## src/rtl/branch_predictor.sv

```systemverilog
// Fetch-stage next-PC predictor: direct-mapped BTB with 2-bit saturating counters,
// trained from Execute. Optional statistics counters enabled by BPRED_STATS_EN.
module branch_predictor #(
    parameter int unsigned XLEN       = 64,
    parameter int unsigned INDEX_BITS = 4,
    parameter int unsigned TAG_BITS   = 12
) (
    input  logic            clk,
    input  logic            reset_n,
    input  logic [XLEN-1:0] PCF,
    output logic [XLEN-1:0] predPCF,
    output logic            predHitF,
    input  logic            updateE,
    input  logic [XLEN-1:0] PCE,
    input  logic            takenE,
    input  logic            isJumpE,
    input  logic [XLEN-1:0] targetE,
    input  logic            mispredictE
`ifdef BPRED_STATS_EN
    ,
    output logic [31:0]     statLookups,
    output logic [31:0]     statUpdates,
    output logic [31:0]     statMispredicts
`endif
);

    localparam int unsigned ENTRIES = 2 ** INDEX_BITS;
    localparam int unsigned IDX_LO  = 2;
    localparam int unsigned IDX_HI  = INDEX_BITS + 1;
    localparam int unsigned TAG_LO  = INDEX_BITS + 2;
    localparam int unsigned TAG_HI  = INDEX_BITS + TAG_BITS + 1;

    localparam logic [1:0] CTR_WT = 2'b10;
    localparam logic [1:0] CTR_ST = 2'b11;

    logic [ENTRIES-1:0]  valid_q, valid_d;
    logic [TAG_BITS-1:0] tag_q    [ENTRIES];
    logic [TAG_BITS-1:0] tag_d    [ENTRIES];
    logic [XLEN-1:0]     target_q [ENTRIES];
    logic [XLEN-1:0]     target_d [ENTRIES];
    logic [1:0]          ctr_q    [ENTRIES];
    logic [1:0]          ctr_d    [ENTRIES];

    logic [INDEX_BITS-1:0] idx_f, idx_e;
    logic [TAG_BITS-1:0]   tag_f, tag_e;
    logic                  hit_f, hit_e;

    assign idx_f = PCF[IDX_HI:IDX_LO];
    assign tag_f = PCF[TAG_HI:TAG_LO];
    assign idx_e = PCE[IDX_HI:IDX_LO];
    assign tag_e = PCE[TAG_HI:TAG_LO];

    // Lookup; forced to miss while reset is asserted since the arrays still hold old state.
    always_comb begin
        hit_f    = reset_n && valid_q[idx_f] && (tag_q[idx_f] == tag_f);
        predHitF = hit_f;
        predPCF  = (hit_f && ctr_q[idx_f][1]) ? target_q[idx_f] : PCF + XLEN'(4);
    end

    assign hit_e = valid_q[idx_e] && (tag_q[idx_e] == tag_e);

    // Training from Execute; jumps always (re)allocate as strongly taken.
    always_comb begin
        valid_d  = valid_q;
        tag_d    = tag_q;
        target_d = target_q;
        ctr_d    = ctr_q;
        if (updateE) begin
            if (isJumpE) begin
                valid_d[idx_e]  = 1'b1;
                tag_d[idx_e]    = tag_e;
                target_d[idx_e] = targetE;
                ctr_d[idx_e]    = CTR_ST;
            end else if (hit_e) begin
                if (takenE) begin
                    target_d[idx_e] = targetE;
                    if (ctr_q[idx_e] != CTR_ST) begin
                        ctr_d[idx_e] = ctr_q[idx_e] + 2'd1;
                    end
                end else if (ctr_q[idx_e] != 2'b00) begin
                    ctr_d[idx_e] = ctr_q[idx_e] - 2'd1;
                end
            end else if (takenE) begin
                valid_d[idx_e]  = 1'b1;
                tag_d[idx_e]    = tag_e;
                target_d[idx_e] = targetE;
                ctr_d[idx_e]    = CTR_WT;
            end
        end
    end

    always_ff @(posedge clk) begin
        if (!reset_n) begin
            valid_q  <= '0;
            tag_q    <= '{default: '0};
            target_q <= '{default: '0};
            ctr_q    <= '{default: '0};
        end else begin
            valid_q  <= valid_d;
            tag_q    <= tag_d;
            target_q <= target_d;
            ctr_q    <= ctr_d;
        end
    end

`ifdef BPRED_STATS_EN
    logic [31:0] stat_lookups_q, stat_lookups_d;
    logic [31:0] stat_updates_q, stat_updates_d;
    logic [31:0] stat_mispredicts_q, stat_mispredicts_d;

    always_comb begin
        stat_lookups_d     = stat_lookups_q + 32'd1;
        stat_updates_d     = stat_updates_q + 32'(updateE);
        stat_mispredicts_d = stat_mispredicts_q + 32'(mispredictE);
    end

    always_ff @(posedge clk) begin
        if (!reset_n) begin
            stat_lookups_q     <= '0;
            stat_updates_q     <= '0;
            stat_mispredicts_q <= '0;
        end else begin
            stat_lookups_q     <= stat_lookups_d;
            stat_updates_q     <= stat_updates_d;
            stat_mispredicts_q <= stat_mispredicts_d;
        end
    end

    assign statLookups     = stat_lookups_q;
    assign statUpdates     = stat_updates_q;
    assign statMispredicts = stat_mispredicts_q;

    logic unused_c;
    assign unused_c = ^{PCE[1:0], PCE[XLEN-1:TAG_HI+1]};
`else
    logic unused_c;
    assign unused_c = ^{PCE[1:0], PCE[XLEN-1:TAG_HI+1], mispredictE};
`endif

endmodule

```

## config.mk

```make
export PLATFORM = sky130hd
export DESIGN_NAME = branch_predictor
export DESIGN_NICKNAME = d
export VERILOG_FILES = /design/src/rtl/branch_predictor.sv
export SDC_FILE = /design/constraint.sdc
export NUM_CORES = 2
export LEC_CHECK = 0
export BUFFER_PORTS_ARGS = -buffer_cell sky130_fd_sc_hd__buf_2
export CAP_MARGIN = 20
export CORE_AREA = 2 2 327 329
export CTS_BUF_LIST = sky130_fd_sc_hd__clkbuf_4
export CTS_CLUSTER_DIAMETER = 30
export CTS_CLUSTER_SIZE = 24
export DETAILED_ROUTE_END_ITERATION = 8
export DIE_AREA = 0 0 329 331
export GPL_ROUTABILITY_DRIVEN = 0
export PLACE_DENSITY = 0.72
export SLEW_MARGIN = 20
export SYNTH_ARGS = -nofsm -noshare
export SYNTH_HDL_FRONTEND = slang
export SYNTH_SLANG_ARGS = --single-unit
```

## constraint.sdc

```tcl
create_clock -name clk -period 4.9 [get_ports clk]
set_clock_uncertainty 0.15 [all_clocks]
set_input_delay 0.245 -clock clk [delete_from_list [all_inputs] [get_ports clk]]
set_output_delay 0.245 -clock clk [all_outputs]
set_load 0.05 [all_outputs]
```

Word level (Yosys, flattened, before mapping)
Cells that the tools add are included.

operators by class
  reduce and logical (&&, ||, !) cells = 13
  bitwise logic cells = 7
  eq/ne operators = 5
  magnitude comparators = 6
  muxes and demuxes = 46
  add/sub/neg operators = 3

operators by type and width
  cell                                                       number
  2-to-1 mux 1024 bit                                        2
  bitwise mux 1024 bit                                       1
  2-to-1 mux 192 bit                                         3
  binary-select mux 64 bit (select 4 bit)                    1
  demux 64 bit (select 4 bit)                                1
  2-to-1 mux 64 bit                                          4
  bitwise mux 192 bit                                        1
  2-to-1 mux 32 bit                                          6
  binary-select mux 12 bit (select 4 bit)                    2
  adder 64 x 3 -> 64 bit (second input constant)             1
  bitwise mux 32 bit                                         2
  2-to-1 mux 12 bit                                          5
  demux 12 bit (select 4 bit)                                1
  2-to-1 mux 16 bit                                          3
  OR 16 bit                                                  2
  OR 32 bit                                                  1
  == test 12 bit                                             2
  AND 16 bit                                                 1
  binary-select mux 2 bit (select 4 bit)                     2
  NOT 16 bit                                                 1
  greater-or-equal comparator 5 bit (second input constant)  2
  < comparator 4 x 5 -> 1 bit (second input constant)        2
  2-to-1 mux 2 bit                                           5
  NOT 4 -> 5 bit                                             2
  other kinds (16)                                           27

word-level totals
  output and inout bits = 65
  register bits after elaboration = 1264
  logic and storage cells = 129

Logic depth before layout (Yosys ltp)
  depth in word-level cells = 10
  depth in mapped cells = 16

Worst setup path before layout
Ideal clock, no wire load.

  path type = in2out
  start = input PCF[2]
  end = output predPCF[14]
  path buffers = 4
  data required time = 4505 ps
  arrival time = 5007 ps
  path slack = -502 ps
  cell stages on the path = 12
  cells stage by stage = clkbuf_1 mux4_2 mux4_2 xnor2_1 nand4_1 nor4_1 and2_1 buf_2 buf_2 buf_2 nand2_1 o21ai_0

between the ends
  cells in the longest elaborated chain, start to end = 8
  elaborated cells on any way between the ends = 18
  those cells by class = add/sub: 1; eq/ne: 1; mux: 12; bitwise: 1; reduce/logical: 3

ends and longest elaborated chain
  what                                                  RTL line  source
  start, declared                                       10        input logic [XLEN-1:0] PCF,
  NOT 4 -> 5 bit (implied by the code)                  55        hit_f = reset_n && valid_q[idx_f] && (tag_q[idx_f] == tag_f);
  binary-select mux 12 bit (select 4 bit)               55
  2-to-1 mux 12 bit (implied by the code) (2 in a row)  55
  == test 12 bit                                        55
  logical AND 1 bit (*)                                 55
  named net predHitF                                    12        output logic predHitF,
  logical AND 1 bit (*)                                 57        predPCF = (hit_f && ctr_q[idx_f][1]) ? target_q[idx_f] : PCF + XLEN'(4);
  2-to-1 mux 64 bit (*)                                 57
  end, declared                                         11        output logic [XLEN-1:0] predPCF,

The timed path passes the listed nets; every way through them passes the cells marked *. The select of a mux whose other input is x is not followed.

Worst setup path in the final report
  start = register tag_q[107] in the netlist's numbering
  end = output predPCF[16]

between the ends
  cells in the longest elaborated chain, start to end = 7

ends and longest elaborated chain
  what                                                  RTL line  source
  start, declared                                       37        logic [TAG_BITS-1:0] tag_q [ENTRIES];
  start signal, assigned                                100       tag_q <= tag_d;
  binary-select mux 12 bit (select 4 bit)               55
  2-to-1 mux 12 bit (implied by the code) (2 in a row)  55
  == test 12 bit                                        55
  logical AND 1 bit                                     55
  logical AND 1 bit                                     57
  2-to-1 mux 64 bit                                     57

Every way passes these cells. The select of a mux whose other input is x is not followed.

==> impl_metrics.py <==
metrics = {
    "critical_path": {
        "cp_top_family": "multiplexers",
        "arrival_ps": 4660,
        "critPathBufInv": 3,
        "cp_max_fo": 8,
        "max_stage_delay_ps": 600,
        "critPathRequiredTime_ps": 4510,
        "path_class": "register to primary output",
        "cp-start-kind": "register",
        "end_kind": "primary output",
        "cpMostUsedCell": "mux4_2",
        "crit_slowest_cell": "mux4_2",
        "crit_chain": "mux4_2, mux4_2, xnor2_4, nand4_1, nor4_2, and2_4, buf_12, clkbuf_16, nand2_1, o21ai_2, buf_6",
    },
    "timing": {
        "max_freq_ghz": 0.198,
        "fin_crit_ps": 5050,
        "finalHoldViolations": 0,
        "fin_ws_ps": -154,
        "setup_viol": 61,
        "worstMarginPinSlew_ps": 1210,
        "drv_slew": 0,
        "maxSlewHeadroom_pct": 19.3,
        "rsz0062_at_grt": "yes",
        "whs_ps": 148,
        "period_share_pct": 103,
    },
    "floorplanning": {
        "die_w_um": 329,
        "design.core.area_um2": 105000,
        "dieArea_um2": 109000,
        "die_y_um": 331,
        "rows": 119,
        "start_util_pct": 54.8,
        "ios": 263,
    },
    "route": {
        "drt-total-wl_mm": 193,
        "post_drt_wl_per_cell_um": 23.5,
        "viasPerCell": 6.15,
        "firstDrtPassIters": 6,
        "drtIter0Drc": 6797,
        "vias": 50500,
        "drc": 0,
        "drtAntennaViolNets": 0,
    },
    "grt": {
        "grt_pass1_vias": 48700,
        "grt-ovfl-total": 0,
        "antenna_found_initial": 20,
        "grt_pass1_wl_mm": 285,
        "grt_max_degree": 163,
        "groute.usage.overall_pct": 34.1,
    },
    "outcome": {
        "violations": "setup timing",
        "status": "finished with violations",
    },
    "finish": {
        "drive_gt1_share_pct": 20.1,
        "final_util_pct": 63.4,
        "layout.nets": 6805,
        "areaGrowthSynthToFinish_pct": 15.8,
        "fillers": 8489,
    },
    "placed_design": {
        "io_buffer_count": 213,
        "place_hpwl_mm": 102,
    },
    "cts": {
        "cts.sinks": 1264,
        "root_buffer": "clkbuf_4",
        "cts_tree": "done",
        "clk_pin_slew_ps": 100,
        "cts_buffers": 236,
        "htree_levels": 4,
        "clock_latency_ps": 1220,
        "cts_buffer_depth": 3,
    },
    "power_and_ir_drop": {
        "powerDensity_nw_per_um2": 326,
        "finalPower_uw": 21700,
        "leakage_uw": 0.0242,
        "ir_worst_vdd_mv": 0.244,
    },
    "synth": {
        "ys_seq_area_share_pct": 44.0,
        "synth_area_leaders": "dfxtp_1 (44%), mux4_2 (17%), nand2_1 (14%), a21oi_1 (9.1%), mux2i_1 (4.6%)",
        "syn-cell-area_um2": 57500,
        "synth.most_common_cell": "nand2_1",
        "synth_area_per_cell_um2": 8.84,
        "yosysUniqueCellTypes": 57,
        "synth_edf_count": 0,
        "synth_top_area_share_pct": 44.0,
        "synth_top_cells_by_count": "nand2_1 (2,176), dfxtp_1 (1,264), a21oi_1 (1,045)",
        "netlist_instances": 6505,
        "synth_async_sr_flop_share_pct": 0,
        "synth_nets": 6706,
        "synth_warnings": 0,
        "ys_ff_latch": 1264,
        "yosys.area.top_type": "dfxtp_1",
        "ys.flop_type": "dfxtp_1",
    },
    "flow_run": {
        "maxCapViolCount": 0,
    },
    "min_path": {
        "hold_class": "primary input to register",
    },
}
==> power by group <==
part / leakage (uW) / internal, uW / switching [uW]
sequential: 0.0102 / 10400 / 60.1
combinational: 0.0119 / 627 / 1160
clock: 0.00211 / 4740 / 4740
==> tightest hold or removal path, stage by stage <==
cell	delay (ps)
buf_2	270
buf_4	320
nor2b_1	180
buf_4	190
nand4_1	150
mux2i_1	80
==> layout make-up <==
| type | count | area, um2 | area share (%) |
|---|---|---|---|
| multi-input combinational | 4530 | 30200 | 45.3 |
| timing repair buffer | 526 | 5100 | 7.66 |
| clock inverter | 189 | 2160 | 3.24 |
| tap | 1391 | 1740 | 2.61 |
| antenna | 11 | 27.5 | 0.0413 |
| clock buffer | 252 | 1890 | 2.84 |
| inverter | 46 | 180 | 0.271 |
| sequential | 1264 | 25300 | 38.0 |
==> flip-flops by register name, summed over array words and instances (netlist names) <==
name and cells:
tag_q 192, ctr_q 32, valid_q 16, target_q 1024
==> per-layer routing <==
metal,vias to the layer above,share of wire [%],global-route usage [%]
met5,-,0.077,0
met4,24,4.8,18.0
met3,653,11,7.82
met2,3075,47,54.1
met1,24300,37,43.6
li1,22500,-,-
==> through the flow <==
stage / setup slack (ps) / std cells / TNS, ps / cell area, um2
4_1_cts: -154 / 8180 / -2550 / 65600
3_5_place_dp: 166 / 7567 / 0 / 59400
3_3_place_gp: 178 / 7567 / 0 / 59400
6_report: -154 / 8209 / -4400 / 66600
5_1_grt: -140 / 8202 / -4740 / 66600
2_1_floorplan: 114 / 6505 / 0 / 57500
==> logic make-up after synthesis <==
logic type / count (synthesis) / share of synthesized area [%]
compound gates: 1185 / 10.9
xor+xnor: 78 / 1.19
fa+ha+maj: 3 / 0.0652
buf+inv: 711 / 5.06
flops: 1264 / 44.0
mux: 696 / 21.4
simple gates: 2568 / 17.4
==> cells in the final DEF, fill, tap and decap left out, types with 90 or more instances in the layout <==
master,count
nor2_1,220
clkbuf_4,252
dlygate4sd3_1,163
dfxtp_1,1259
mux2i_1,265
a21oi_1,1045
buf_2,144
mux4_2,427
nand2_1,2118
buf_4,90
==> final timing paths <==
path	startpoint	endpoint	slack [ps]	depth (start not counted)
setup / recovery	tag_q[107]	predPCF[16]	-150	11
hold / removal	PCE[4]	ctr_q[16]	150	6
setup reg to reg	tag_q[0]	ctr_q[27]	810	9
hold reg to reg	target_q[321]	target_q[321]	300	2
==> repair_timing <==
action	4_1_cts	5_1_grt
pin swaps	0	15
endpoints found under the hold margin	1264	0
hold buffers	163	0
endpoints found under the setup margin	64	57
setup buffers	5	11
gates cloned	4	8
resized for setup	140	219
Power figures use the tool's default switching activity.
